[src/rtl/cpu_phase_sequencer.sv]
// rtl/cpu_phase_sequencer.sv - multi-cycle FETCH/DECODE/EXEC/MEM/WB phase controller
// Optional macro PHASE_PERF_CNT_EN enables cycle_cnt/instret_cnt; otherwise they read 0.
module cpu_phase_sequencer #(
  parameter int MEM_WAIT_MAX = 15,
  parameter int CNT_W        = 32
) (
  input  logic             clk,
  input  logic             reset,
  input  logic             run,
  input  logic             imem_ready,
  input  logic [31:0]      imem_rdata,
  input  logic             is_load,
  input  logic             is_store,
  input  logic             is_halt,
  input  logic             is_illegal,
  input  logic             dmem_ready,
  output logic             imem_req,
  output logic [31:0]      instr,
  output logic             en_fetch_pulse,
  output logic             en_exe_pulse,
  output logic             dmem_req,
  output logic             dmem_we,
  output logic             halted,
  output logic             fault,
  output logic [1:0]       fault_code,
  output logic [2:0]       state,
  output logic [CNT_W-1:0] cycle_cnt,
  output logic [CNT_W-1:0] instret_cnt
);

  localparam int WAIT_W = (MEM_WAIT_MAX > 0) ? $clog2(MEM_WAIT_MAX + 1) : 1;
  localparam logic [WAIT_W-1:0] WAIT_LAST =
    (MEM_WAIT_MAX > 0) ? WAIT_W'(MEM_WAIT_MAX - 1) : '0;

  typedef enum logic [2:0] {
    S_IDLE   = 3'd0,
    S_FETCH  = 3'd1,
    S_DECODE = 3'd2,
    S_EXEC   = 3'd3,
    S_MEM    = 3'd4,
    S_WB     = 3'd5,
    S_HALTED = 3'd6,
    S_FAULT  = 3'd7
  } phase_t;

  phase_t            state_q;
  phase_t            state_d;
  logic [WAIT_W-1:0] wait_cnt;
  logic              in_wait;
  logic              mem_ready;
  logic              wait_expired;
  logic [1:0]        fault_code_d;

  assign state     = state_q;
  assign in_wait   = (state_q == S_FETCH) || (state_q == S_MEM);
  assign mem_ready = (state_q == S_FETCH) ? imem_ready : dmem_ready;
  // Expires on the last permitted low cycle, so FAULT is entered on the following edge.
  assign wait_expired = (MEM_WAIT_MAX != 0) && in_wait && !mem_ready && (wait_cnt == WAIT_LAST);

  always_comb begin
    state_d      = state_q;
    fault_code_d = 2'b00;
    case (state_q)
      S_IDLE:   if (run) state_d = S_FETCH;
      S_FETCH: begin
        if (imem_ready) begin
          state_d = S_DECODE;
        end else if (wait_expired) begin
          state_d      = S_FAULT;
          fault_code_d = 2'b01;
        end
      end
      S_DECODE: begin
        if (is_illegal) begin
          state_d      = S_FAULT;
          fault_code_d = 2'b11;
        end else if (is_halt) begin
          state_d = S_HALTED;
        end else begin
          state_d = S_EXEC;
        end
      end
      S_EXEC:   state_d = (is_load || is_store) ? S_MEM : S_WB;
      S_MEM: begin
        if (dmem_ready) begin
          state_d = S_WB;
        end else if (wait_expired) begin
          state_d      = S_FAULT;
          fault_code_d = 2'b10;
        end
      end
      S_WB:     state_d = run ? S_FETCH : S_IDLE;
      default:  state_d = state_q;
    endcase
  end

  // Outputs are registered from the next state so they line up with the state register.
  always_ff @(posedge clk) begin
    if (reset) begin
      state_q        <= S_IDLE;
      wait_cnt       <= '0;
      instr          <= '0;
      imem_req       <= 1'b0;
      en_fetch_pulse <= 1'b0;
      en_exe_pulse   <= 1'b0;
      dmem_req       <= 1'b0;
      dmem_we        <= 1'b0;
      halted         <= 1'b0;
      fault          <= 1'b0;
      fault_code     <= 2'b00;
    end else begin
      state_q <= state_d;

      if (state_d != state_q) begin
        wait_cnt <= '0;
      end else if (in_wait && !mem_ready) begin
        wait_cnt <= wait_cnt + WAIT_W'(1);
      end

      if (state_q == S_FETCH && imem_ready) begin
        instr <= imem_rdata;
      end

      imem_req       <= (state_d == S_FETCH);
      en_fetch_pulse <= (state_d == S_DECODE);
      en_exe_pulse   <= (state_d == S_WB);
      dmem_req       <= (state_d == S_MEM);
      halted         <= (state_d == S_HALTED);
      fault          <= (state_d == S_FAULT);

      if (state_d != S_MEM) begin
        dmem_we <= 1'b0;
      end else if (state_q == S_EXEC) begin
        dmem_we <= is_store;
      end

      if (state_d == S_FAULT && state_q != S_FAULT) begin
        fault_code <= fault_code_d;
      end
    end
  end

`ifdef PHASE_PERF_CNT_EN
  always_ff @(posedge clk) begin
    if (reset) begin
      cycle_cnt   <= '0;
      instret_cnt <= '0;
    end else begin
      cycle_cnt <= cycle_cnt + CNT_W'(1);
      if (state_q == S_WB) begin
        instret_cnt <= instret_cnt + CNT_W'(1);
      end
    end
  end
`else
  assign cycle_cnt   = '0;
  assign instret_cnt = '0;
`endif

endmodule

[config.mk]
export PLATFORM = sky130hd
export DESIGN_NAME = cpu_phase_sequencer
export DESIGN_NICKNAME = d
export VERILOG_FILES = /design/src/rtl/cpu_phase_sequencer.sv
export SDC_FILE = /design/constraint.sdc
export NUM_CORES = 1
export LEC_CHECK = 0
export BUFFER_PORTS_ARGS = -buffer_cell sky130_fd_sc_hd__buf_2
export CAP_MARGIN = 15
export CORE_MARGIN = 10
export CORE_UTILIZATION = 45
export CTS_BUF_LIST = sky130_fd_sc_hd__clkbuf_2 sky130_fd_sc_hd__clkbuf_4 sky130_fd_sc_hd__clkbuf_8
export DETAILED_ROUTE_END_ITERATION = 10
export GPL_TIMING_DRIVEN = 0
export PLACE_DENSITY = 0.82
export SLEW_MARGIN = 20
export SYNTH_ARGS = -nofsm -noshare
export SYNTH_HDL_FRONTEND = slang
export SYNTH_SLANG_ARGS = --single-unit
[constraint.sdc]
create_clock -name clk -period 1.8 [get_ports clk]
set_input_delay 0.09 -clock clk [delete_from_list [all_inputs] [get_ports clk]]
set_output_delay 0.09 -clock clk [all_outputs]
set_load 0.02 [all_outputs]
==> summary.md <==
| Metric | Value |
|---|---|
| Largest stage delay, worst path | `0.35 ns` |
| FF+latch count, synth | `48` |
| CTS Root Cell | `clkbuf_8` |
| Yosys warnings | `0` |
| Total power | `2.51 mW` |
| Placed cell area | `3190 um^2` |
| Reg2reg setup slack | `0.06 ns` |
| Vias in the first global route | `2186` |
| Post-route ant nets | `0` |
| Top Family by Delay on Critical Path | `compound AO/OA/AOI/OAI gates` |
| Final hold slack | `0.0116 ns` |
| Leak Pwr | `1.73 nW` |
| Critical path's slowest cell | `dfxtp_2` |
| Crit path required time | `1.99 ns` |
| Final Setup Violations | `0` |
| Share of layout cells above drive strength 1 | `39.6%` |
| DIE AREA | `8810 um^2` |
| Critical path buffers and inverters | `2` |
| First-pass GRT wire length | `10500 um` |
| Slew Limit Fails | `0` |
| Reg-to-Reg End | `fault_code[0]` |
| TritonCTS clock tree | `yes` |
| Largest net degree at the start of global routing | `16` |
| Clock skew | `0.0116 ns` |
| Worst Hold Launch | `imem_rdata[1]` |
| Seq/Total Area, Yosys | `39.1%` |
| Startpoint type of the worst setup path | `flip-flop` |
| Final hold vios | `0` |
| Final cycle utilization of the critical path | `96.6%` |
| Total wire length | `6670 um` |
| GR Util All Layers | `14.4%` |
| Worst Hold Class | `in -> reg` |
| CTS buffer count | `5` |
| Most frequent cell after synthesis | `nand2_1` |
| Kind of critical path | `reg -> reg` |
| Via/cell ratio | `4.32` |
| Vias | `2263` |
| Final core occ | `63.9%` |
| Cell taking the most area after synthesis | `dfxtp_1` |
| Critical Path Sink Type | `flip-flop` |
| Crit. path cell count | `7` |
| Crit Path Max Fanout | `7` |
| Initial Utilization | `47.2%` |
| Cells after synthesis | `298` |
| Post-synth EDFFs | `0` |
| Wirelength per Cell | `12.7 um` |
| Clock Sinks | `48` |
| Top_reg_cell synth | `dfxtp_1` |
| Fin crit period | `1.74 ns` |
| Row cnt | `26` |
| Setup crit end | `fault_code[0]` |
| Clock Tree Buf Depth | `2` |
| # DRC | `0` |
| Clock Latency Late Sink | `0.30 ns` |
| Diode count | `0` |
| 1st-iter DRT viols | `144` |
| Critical Path Source | `wait_cnt[0]` |
| Die W | `93.9 um` |
| Async S/R FF share, synth | `0%` |
| Worst path arrival time | `1.93 ns` |
| Port bufs | `83` |
| Post-layout nets | `496` |
| H-tree depth | `2` |
| Share of the synthesized area in the top cell type | `39.1%` |
| Critical register-to-register path startpoint | `wait_cnt[0]` |
| Worst-path clk slew | `0.10 ns` |
| HPWL Detailed | `5420 um` |
| Routability cong. | `0.858` |
| Design Area, Final | `3330 um^2` |
| Worst-path cell chain | `inv_1 -> ha_1 -> and3_2 -> o211ai_1 -> buf_4 -> nand2_1 -> o311a_1` |
| Chip height | `93.9 um` |
| P&R area growth vs syn | `35.6%` |
| Synth top cells by count | `nand2_1 (69), buf_4 (64), dfxtp_1 (48), a21oi_1 (38), buf_2 (7)` |
| Max-cap violations | `0` |
| Length of the first detailed-routing pass in iterations | `4` |
| Power Density | `755 nW/um^2` |
| Status | `finished clean` |
| Initial antenna violation count | `0` |
| Largest cells by area after synthesis | `dfxtp_1 (39%), buf_4 (20%), nand2_1 (11%)` |
| R2r worst-path depth | `7` |
| Number of primary I/O pins | `149` |
| Number of library cell types mapped by synthesis | `39` |
| CORE AREA | `5200 um^2` |
| Hold buffers post-CTS | `0` |
| FMAX | `0.575 GHz` |
| Mapped Area | `2450 um^2` |
| Mean Syn Cell Area | `8.24 um^2` |
| IR drop worst, VDD | `0.540 mV` |
| Aggregate global routing overflow | `0` |
==> layer usage <==
metal	up-vias	GRT usage (%)	part of all wire, %
li1	1160	-	-
met1	1010	13.8	34
met2	87	25.4	51
met3	6	8.87	13
met4	0	3.42	1.2
met5	-	0	0
==> cell usage in the layout, fill, tap and decap left out, types with 2 or more instances in the layout <==
master,instances
a21o_1,2
a21oi_1,38
and3_1,2
buf_2,89
buf_4,67
buf_6,2
clkbuf_1,4
clkbuf_8,7
conb_1,64
dfxtp_1,47
ha_1,2
inv_1,6
nand2_1,69
nand3_1,2
nand3_2,2
nor2_1,6
nor2b_1,3
nor3_1,3
nor3b_1,3
nor4b_4,2
o211ai_1,4
o21ai_0,6
o311a_1,2
o31a_1,2
==> power breakdown <==
part | switching [mW] | internal, mW
sequential | 0.0290 | 1.12
clock | 0.375 | 0.315
combinational | 0.415 | 0.266
total | 0.818 | 1.70
==> through the flow <==
stage	setup slack, ns	TNS [ns]	instances
CTS	0.0233	0	521
global placement	-0.0332	-0.0634	514
floorplan	0.122	0	361
finish	0.0612	0	524
detailed placement	-0.0417	-0.0860	514
global route	-0.0275	-0.0544	524
==> how the worst min path moves through the flow <==
stage / endpoint / cells after the start
after detailed placement: instr[12] / 3
after floorplan: instr[0] / 2
final: instr[1] / 3
after global routing: instr[1] / 3
after CTS: instr[1] / 3
after global placement: instr[25] / 3
==> flip-flops by register name, summed over array words and instances (netlist names) <==
register        count
instr              32
wait_cnt            4
state               3
fault_code          2
dmem_req            1
dmem_we             1
en_exe_pulse        1
en_fetch_pulse      1
fault               1
halted              1
imem_req            1
==> what timing repair did <==
action,CTS,global route
gates resized for setup,1,6
gates cloned,0,0
hold endpoints to repair,0,0
endpoints found under the setup margin,4,21
pin swaps,1,2
setup buffers,0,3
==> layout make-up <==
cell class / instances / area, um^2
buffer: 78 / 569
clock buffer: 6 / 82.6
clock inverter: 2 / 13.8
fill: 480 / 1880
inverter: 6 / 22.5
multi-input combinational: 228 / 1150
sequential: 48 / 962
tap: 70 / 87.6
timing repair buffer: 86 / 438
==> worst min-delay path, stage by stage <==
cell     delay [ns]
buf_2          0.09
nand2_1        0.04
a21oi_1        0.05
==> logic make-up after synthesis <==
kind of cell | Yosys count | share of synthesized area (%)
other | 1 | 0.153
buffers and inverters | 85 | 24.2
muxes | 1 | 0.408
adders and majority gates | 2 | 1.02
AOI/OAI and AO/OA | 58 | 14.4
and+or+nand+nor | 101 | 20.0
DFF | 48 | 39.1
xor gates and xnor gates | 2 | 0.714
(Power assumes the default switching activity.)
